File: config.mk
export PLATFORM = sky130hd
export DESIGN_NAME = fetch_line_responder
export DESIGN_NICKNAME = d
export VERILOG_FILES = /design/src/rtl/fetch_pkg.sv /design/src/rtl/fetch_line_buf.sv /design/src/rtl/fetch_line_responder.sv
export SDC_FILE = /design/constraint.sdc
export NUM_CORES = 1
export LEC_CHECK = 0
export BUFFER_PORTS_ARGS = -buffer_cell sky130_fd_sc_hd__buf_2
export CORE_MARGIN = 2
export CORE_UTILIZATION = 45
export DETAILED_ROUTE_END_ITERATION = 10
export PLACE_DENSITY_LB_ADDON = 0.25
export SYNTH_ARGS = -nofsm -noshare
export SYNTH_HDL_FRONTEND = slang
export SYNTH_HIERARCHICAL = 1
export SYNTH_SLANG_ARGS = --single-unit
File: constraint.sdc
create_clock -name clk -period 17.5 [get_ports clk]
set_clock_uncertainty 0.2 [all_clocks]
set_input_delay 2.625 -clock clk [delete_from_list [all_inputs] [get_ports clk]]
set_output_delay 2.625 -clock clk [all_outputs]
set_load 0.05 [all_outputs]
File: src/rtl/fetch_pkg.sv
// Shared types, geometry constants and the word-select helper for the fetch line responder.
package fetch_pkg;

    // Default geometry; the top exposes these as parameters.
    localparam int ADDR_W_DEF     = 64;
    localparam int BUS_W_DEF      = 64;
    localparam int LINE_BEATS_DEF = 8;
    localparam int TAG_W_DEF      = 13;

    localparam int LINE_BYTES = 64;
    localparam int LINE_OFF_W = 6;
    localparam int LINE_BITS  = LINE_BYTES * 8;

    // Bus tag marking a read of main memory.
    localparam logic [TAG_W_DEF-1:0] REQTAG_READ_MEM = 13'h0002;

    typedef enum logic [1:0] {
        IDLE = 2'd0,
        REQ  = 2'd1,
        FILL = 2'd2,
        RESP = 2'd3
    } fetch_resp_state_t;

    // Pick the 32-bit instruction out of a little-endian line.
    // addr[5:3] selects the beat, addr[2] the half; addr[1:0] are ignored.
    function automatic logic [31:0] instr_sel(input logic [LINE_BITS-1:0]  line,
                                              input logic [LINE_OFF_W-1:0] addr);
        return line[{addr[LINE_OFF_W-1:2], 5'b0} +: 32];
    endfunction

endpackage

File: src/rtl/fetch_line_buf.sv
// Single-line instruction buffer: beat-wide write port, tag/valid, and a
// combinational 32-bit read mux with hit detection.
module fetch_line_buf
    import fetch_pkg::*;
#(
    parameter int ADDR_W     = ADDR_W_DEF,
    parameter int BUS_W      = BUS_W_DEF,
    parameter int LINE_BEATS = LINE_BEATS_DEF,
    localparam int BEAT_W    = $clog2(LINE_BEATS),
    localparam int LTAG_W    = ADDR_W - LINE_OFF_W
) (
    input  logic              clk,
    input  logic              reset_n,
    input  logic              wr_en,
    input  logic [BEAT_W-1:0] wr_beat,
    input  logic [BUS_W-1:0]  wr_data,
    input  logic              install,
    input  logic [LTAG_W-1:0] install_tag,
    input  logic [ADDR_W-1:0] rd_addr,
    output logic              rd_hit,
    output logic [31:0]       rd_instr
);

    logic [BUS_W-1:0]     line_q [LINE_BEATS];
    logic                 line_valid_q;
    logic [LTAG_W-1:0]    line_tag_q;
    logic [LINE_BITS-1:0] line_flat;

    // Beat write port for the line data.
    // NOTE: the data array has no reset; line_valid_q alone says whether its contents mean anything.
    always_ff @(posedge clk) begin
        if (wr_en) begin
            // NOTE: non-blocking so every register updates from pre-edge values, independent of statement order.
            line_q[wr_beat] <= wr_data;
        end
    end

    // Tag and valid are installed together when the last beat lands.
    always_ff @(posedge clk or negedge reset_n) begin
        if (!reset_n) begin
            line_valid_q <= 1'b0;
            line_tag_q   <= '0;
        end else if (install) begin
            line_valid_q <= 1'b1;
            line_tag_q   <= install_tag;
        end
    end

    // Flatten the beat array into one little-endian line vector.
    always_comb begin
        line_flat = '0;
        for (int i = 0; i < LINE_BEATS; i++) begin
            line_flat[i*BUS_W +: BUS_W] = line_q[i];
        end
    end

    assign rd_hit   = line_valid_q && (line_tag_q == rd_addr[ADDR_W-1:LINE_OFF_W]);
    assign rd_instr = instr_sel(line_flat, rd_addr[LINE_OFF_W-1:0]);

endmodule

File: src/rtl/fetch_line_responder.sv
// Fetch-side responder: serves PC requests from a one-line buffer, refilling
// it with an 8-beat bus burst on a miss. fetch_resp_valid advances the PC.
module fetch_line_responder
    import fetch_pkg::*;
#(
    parameter int ADDR_W     = ADDR_W_DEF,
    parameter int BUS_W      = BUS_W_DEF,
    parameter int LINE_BEATS = LINE_BEATS_DEF,
    parameter int TAG_W      = TAG_W_DEF
) (
    input  logic              clk,
    input  logic              reset_n,
    input  logic              fetch_req_valid,
    input  logic [ADDR_W-1:0] fetch_req_addr,
    input  logic              fetch_flush,
    output logic              fetch_resp_valid,
    output logic [31:0]       fetch_resp_instr,
    output logic [ADDR_W-1:0] fetch_resp_addr,
    output logic              fetch_busy,
    output logic              bus_reqcyc,
    output logic [ADDR_W-1:0] bus_req,
    output logic [TAG_W-1:0]  bus_reqtag,
    input  logic              bus_reqack,
    input  logic              bus_respcyc,
    input  logic [BUS_W-1:0]  bus_resp,
    output logic              bus_respack
);

    localparam int BEAT_W = $clog2(LINE_BEATS);
    localparam logic [BEAT_W-1:0] LAST_BEAT = BEAT_W'(LINE_BEATS - 1);

    fetch_resp_state_t state_q, state_d;
    logic [ADDR_W-1:0] req_addr_q, req_addr_d;
    logic [BEAT_W-1:0] beat_cnt_q, beat_cnt_d;
    logic              drop_q, drop_d;
    logic [31:0]       resp_instr_q, resp_instr_d;
    logic [ADDR_W-1:0] resp_addr_q, resp_addr_d;

    logic              buf_wr_en;
    logic              buf_install;
    logic [ADDR_W-1:0] buf_rd_addr;
    logic              buf_hit;
    logic [31:0]       buf_instr;
    logic [31:0]       fill_instr;

    // In IDLE look up the incoming PC; otherwise look up the PC being filled.
    assign buf_rd_addr = (state_q == IDLE) ? fetch_req_addr : req_addr_q;

    fetch_line_buf #(
        .ADDR_W    (ADDR_W),
        .BUS_W     (BUS_W),
        .LINE_BEATS(LINE_BEATS)
    ) u_line_buf (
        .clk        (clk),
        .reset_n    (reset_n),
        .wr_en      (buf_wr_en),
        .wr_beat    (beat_cnt_q),
        .wr_data    (bus_resp),
        .install    (buf_install),
        .install_tag(req_addr_q[ADDR_W-1:LINE_OFF_W]),
        .rd_addr    (buf_rd_addr),
        .rd_hit     (buf_hit),
        .rd_instr   (buf_instr)
    );

    // The requested word may sit in the beat arriving this cycle, which is not yet in the buffer.
    assign fill_instr = (req_addr_q[LINE_OFF_W-1:3] == beat_cnt_q)
                      ? (req_addr_q[2] ? bus_resp[32 +: 32] : bus_resp[31:0])
                      : buf_instr;

    // State register and response/request latches.
    always_ff @(posedge clk or negedge reset_n) begin
        if (!reset_n) begin
            state_q      <= IDLE;
            req_addr_q   <= '0;
            beat_cnt_q   <= '0;
            drop_q       <= 1'b0;
            resp_instr_q <= '0;
            resp_addr_q  <= '0;
        end else begin
            state_q      <= state_d;
            req_addr_q   <= req_addr_d;
            beat_cnt_q   <= beat_cnt_d;
            drop_q       <= drop_d;
            resp_instr_q <= resp_instr_d;
            resp_addr_q  <= resp_addr_d;
        end
    end

    // Next-state logic, buffer write control and handshake outputs.
    always_comb begin
        // NOTE: every output of this block gets a default first so no path can infer a latch.
        state_d          = state_q;
        req_addr_d       = req_addr_q;
        beat_cnt_d       = beat_cnt_q;
        drop_d           = drop_q;
        resp_instr_d     = resp_instr_q;
        resp_addr_d      = resp_addr_q;
        buf_wr_en        = 1'b0;
        buf_install      = 1'b0;
        bus_reqcyc       = 1'b0;
        fetch_resp_valid = 1'b0;

        unique case (state_q)
            IDLE: begin
                if (fetch_req_valid && !fetch_flush) begin
                    if (buf_hit) begin
                        resp_instr_d = buf_instr;
                        resp_addr_d  = {fetch_req_addr[ADDR_W-1:2], 2'b00};
                        state_d      = RESP;
                    end else begin
                        req_addr_d = fetch_req_addr;
                        state_d    = REQ;
                    end
                end
            end
            REQ: begin
                bus_reqcyc = 1'b1;
                if (fetch_flush) drop_d = 1'b1;
                if (bus_reqack) begin
                    beat_cnt_d = '0;
                    state_d    = FILL;
                end
            end
            FILL: begin
                if (fetch_flush) drop_d = 1'b1;
                if (bus_respcyc) begin
                    buf_wr_en  = 1'b1;
                    beat_cnt_d = beat_cnt_q + 1'b1;
                    if (beat_cnt_q == LAST_BEAT) begin
                        // The line is installed even if the requester went away.
                        buf_install = 1'b1;
                        if (drop_q || fetch_flush) begin
                            drop_d  = 1'b0;
                            state_d = IDLE;
                        end else begin
                            resp_instr_d = fill_instr;
                            resp_addr_d  = {req_addr_q[ADDR_W-1:2], 2'b00};
                            state_d      = RESP;
                        end
                    end
                end
            end
            RESP: begin
                fetch_resp_valid = !fetch_flush;
                state_d          = IDLE;
            end
            default: state_d = IDLE;
        endcase
    end

    // Beats are always consumed so the bus never stalls; outside FILL they are simply discarded.
    assign bus_respack      = bus_respcyc & reset_n;
    assign bus_req          = bus_reqcyc ? {req_addr_q[ADDR_W-1:LINE_OFF_W], {LINE_OFF_W{1'b0}}} : '0;
    assign bus_reqtag       = bus_reqcyc ? TAG_W'(REQTAG_READ_MEM) : '0;
    assign fetch_busy       = (state_q != IDLE);
    assign fetch_resp_instr = resp_instr_q;
    assign fetch_resp_addr  = resp_addr_q;

endmodule

==> results.md <==
- Clock tree synthesis found a total of 733 sinks.
- The cell depth of the worst min-delay path is 1.
- The post-DP HPWL is 40300 um.
- For the pin with the worst max-slew slack, the measured transition is 1.16 ns.
- The maximum buffer depth of the clock tree is 3.
- The internal reg-to-reg setup slack is 11.45 ns.
- The initial utilization of the core area, before any placement, comes to 45.6%.
- The maximum clock frequency is 0.145 GHz.
- The run finished with clean final reports.
- The utilization of the core after routing is 52.8%.
- Leaving out fill and tap cells, the most frequent cell in the layout is edfxtp_1.
- The die extent in x is 268 um.
- The DRC violation count after routing is 0.
- The tree is rooted in a clkbuf_16.
- During I/O placement, the number of pins put on the boundary was 311.
- The min-delay analysis places its worst path in the category reg2reg.
- Including well taps, the total number of placed cells is 2776.
- The count of endpoints failing hold in the final timing report is 0.
- Of the cells placed in the final design, the portion with a size suffix greater than 1 is 45.5%.
- The global-route wire length before repair is 103000 um.
- The post-CTS resize count is 0.
- The end of the worst register-to-register path is fetch_resp_instr[15]$_DFFE_PN0P_.
- After the first detailed-routing iteration, the DRC count stood at 1108.
- At the end of the flow, the number of nets in the layout was 2064.
- The Yosys warning count is 6.
- Summing over every cut layer, the via total after detailed routing is 16000.
- Global routing used 19.3% of the available tracks.
- The maximum number of pins on one net before global-route repair is 77.
- The largest fanout on the critical path is 50.
- The per-cell via count in the routed design is 5.46.
- The number of rows created at floorplan is 96.
- The CTS H-tree depth is 3.
- The number of hold buffers added after cts is 0.
- After detailed routing, the average wire length per cell comes to 23.6 um.
- Once detail routing completed, the nets flagged for antenna violations numbered 0.
- The congestion estimate from routability-driven global placement came to 0.809.
- The number of global-route vias before repair is 16600.
- The region available for standard cell placement spans 68800 um^2.
- The smallest clock period supported by the final layout is computed as 6.91 ns.
- Leaving out fill and tap cells, the most frequent cells in the layout are edfxtp_1 (512), mux2_2 (290), buf_2 (287).
- The clock-pin slew on the worst setup and hold paths is 0.06 ns.
- Power spread over the standard cell area amounts to 183 nW/um^2.
- Buffers placed on the I/O ports in this run total 288.
- At the later pin of the worst-skew pair, clock insertion delay measures 0.62 ns.
- The worst path required time is 17.80 ns.
- The initial antenna violation count was 19.
- Averaged over all synthesized cells, the footprint is 19.4 um^2.
- The capturing element type of the critical path is a register.
- Wires add up to 69100 um.
- The CTS tree is yes.
- VDD sags by at most 0.146 mV.
- For this run, the number of standard cells in the final layout without fillers is 2924.
- In this run the worst setup path begins at fetch_req_addr[27].
- The setup path with the least slack is of type in2reg.
- Headroom to the max-slew limit came out at 22.5%.
- The sum of negative setup slack is 0 ns.
- The die area is 71900 um^2.
- The number of buffers inserted during clock tree synthesis is 77.
- For this design the static power due to leakage is 13.6 nW.
- Relative to the synthesized area, the layout overhead comes to 15.7%.
- Setup repair after global routing left no endpoint under its margin.
- In the synthesized netlist, the number of instances is 1620.
- STA classifies the critical path startpoint as a primary input.
- The length in cells of the worst reg-to-reg path is 13.
- Buffers added to address setup during post-CTS repair amount to 0.
- The total global routing overflow is 0.
- The final-report max-slew violation count is 0.
- Max-cap violations in this run came to 0.
- The capturing instance or port of the critical path is fetch_resp_instr[15]$_DFFE_PN0P_.
- The startpoint of the lowest-slack register-to-register path is state_q[0]$_DFFE_PN0P_.
- The completed layout was analyzed and its total power is 6.66 mW.
- The mapped netlist covers 31400 um^2.
- The final count of negative-setup-slack endpoints is 0.
- The height of the chip is 268 um.
- The data arrival time of the worst path is 7.21 ns.
- The final critical-path share of the clock period is 39.5%.
- The first TritonRoute pass finished after 5 iterations.
where the power goes:
group	total (mW)	switching [mW]	leakage (nW)	internal [mW]
combinational	2.71	1.55	5.01	1.16
clock	1.67	0.683	1.27	0.991
sequential	2.28	0.172	7.31	2.10
stage by stage:
step	setup WS, ns	hold WS, ns	cell area [um^2]
floorplan	9.48	0.232	31500
global placement	10.10	0.249	33700
detailed placement	10.05	0.264	33700
CTS	10.71	0.289	36300
global route	10.56	0.300	36300
finish	10.59	0.287	36300
flip-flops by register name, summed over array words and instances, names as in the netlist:
register / flops
u_line_buf/line_q: 512
u_line_buf/line_valid_q: 1
fetch_resp_addr: 62
fetch_resp_instr: 32
u_line_buf/line_tag_q: 58
req_addr_q: 62
beat_cnt_q: 3
drop_q: 1
state_q: 2
critical path: stages:
cell and delay [ns]:
buf_2 0.11, mux2_2 0.27, xor2_1 0.25, nor4_1 0.90, nand4_1 0.21, or3_1 0.36, nor3_1 0.24, nand2b_1 0.30
nand3_4 0.77, buf_4 0.71, mux2_4 0.41
how the worst min path moves through the flow:
stage                                              startpoint                                  end  slack [ns]
after floorplan           u_line_buf/line_valid_q$_DFFE_PN0P_  u_line_buf/line_valid_q$_DFFE_PN0P_        0.23
after global routing          fetch_resp_addr[36]$_DFFE_PN0P_      fetch_resp_addr[36]$_DFFE_PN0P_        0.30
after CTS                     fetch_resp_addr[36]$_DFFE_PN0P_      fetch_resp_addr[36]$_DFFE_PN0P_        0.29
after global placement    u_line_buf/line_valid_q$_DFFE_PN0P_  u_line_buf/line_valid_q$_DFFE_PN0P_        0.25
after detailed placement  u_line_buf/line_valid_q$_DFFE_PN0P_  u_line_buf/line_valid_q$_DFFE_PN0P_        0.26
final                         fetch_resp_addr[36]$_DFFE_PN0P_      fetch_resp_addr[36]$_DFFE_PN0P_        0.29
layout make-up:
type / count / area [um^2]
clock buffers: 103 / 2150
inverters: 17 / 63.8
fillers: 5508 / 32500
diodes: 6 / 15.0
multi-input cells: 782 / 9910
flip-flops and latches: 733 / 20900
clock inverters: 39 / 477
well taps: 931 / 1160
repair buffers: 313 / 1640
routing by layer:
metal	track usage (%)	up-vias	share of wire, %
li1	-	6998	-
met1	26.3	8433	43
met2	31.3	388	49
met3	4.22	118	5.8
met4	5.62	30	2.0
met5	0	-	0.28
Note: power is estimated with default switching activity, not from simulation.
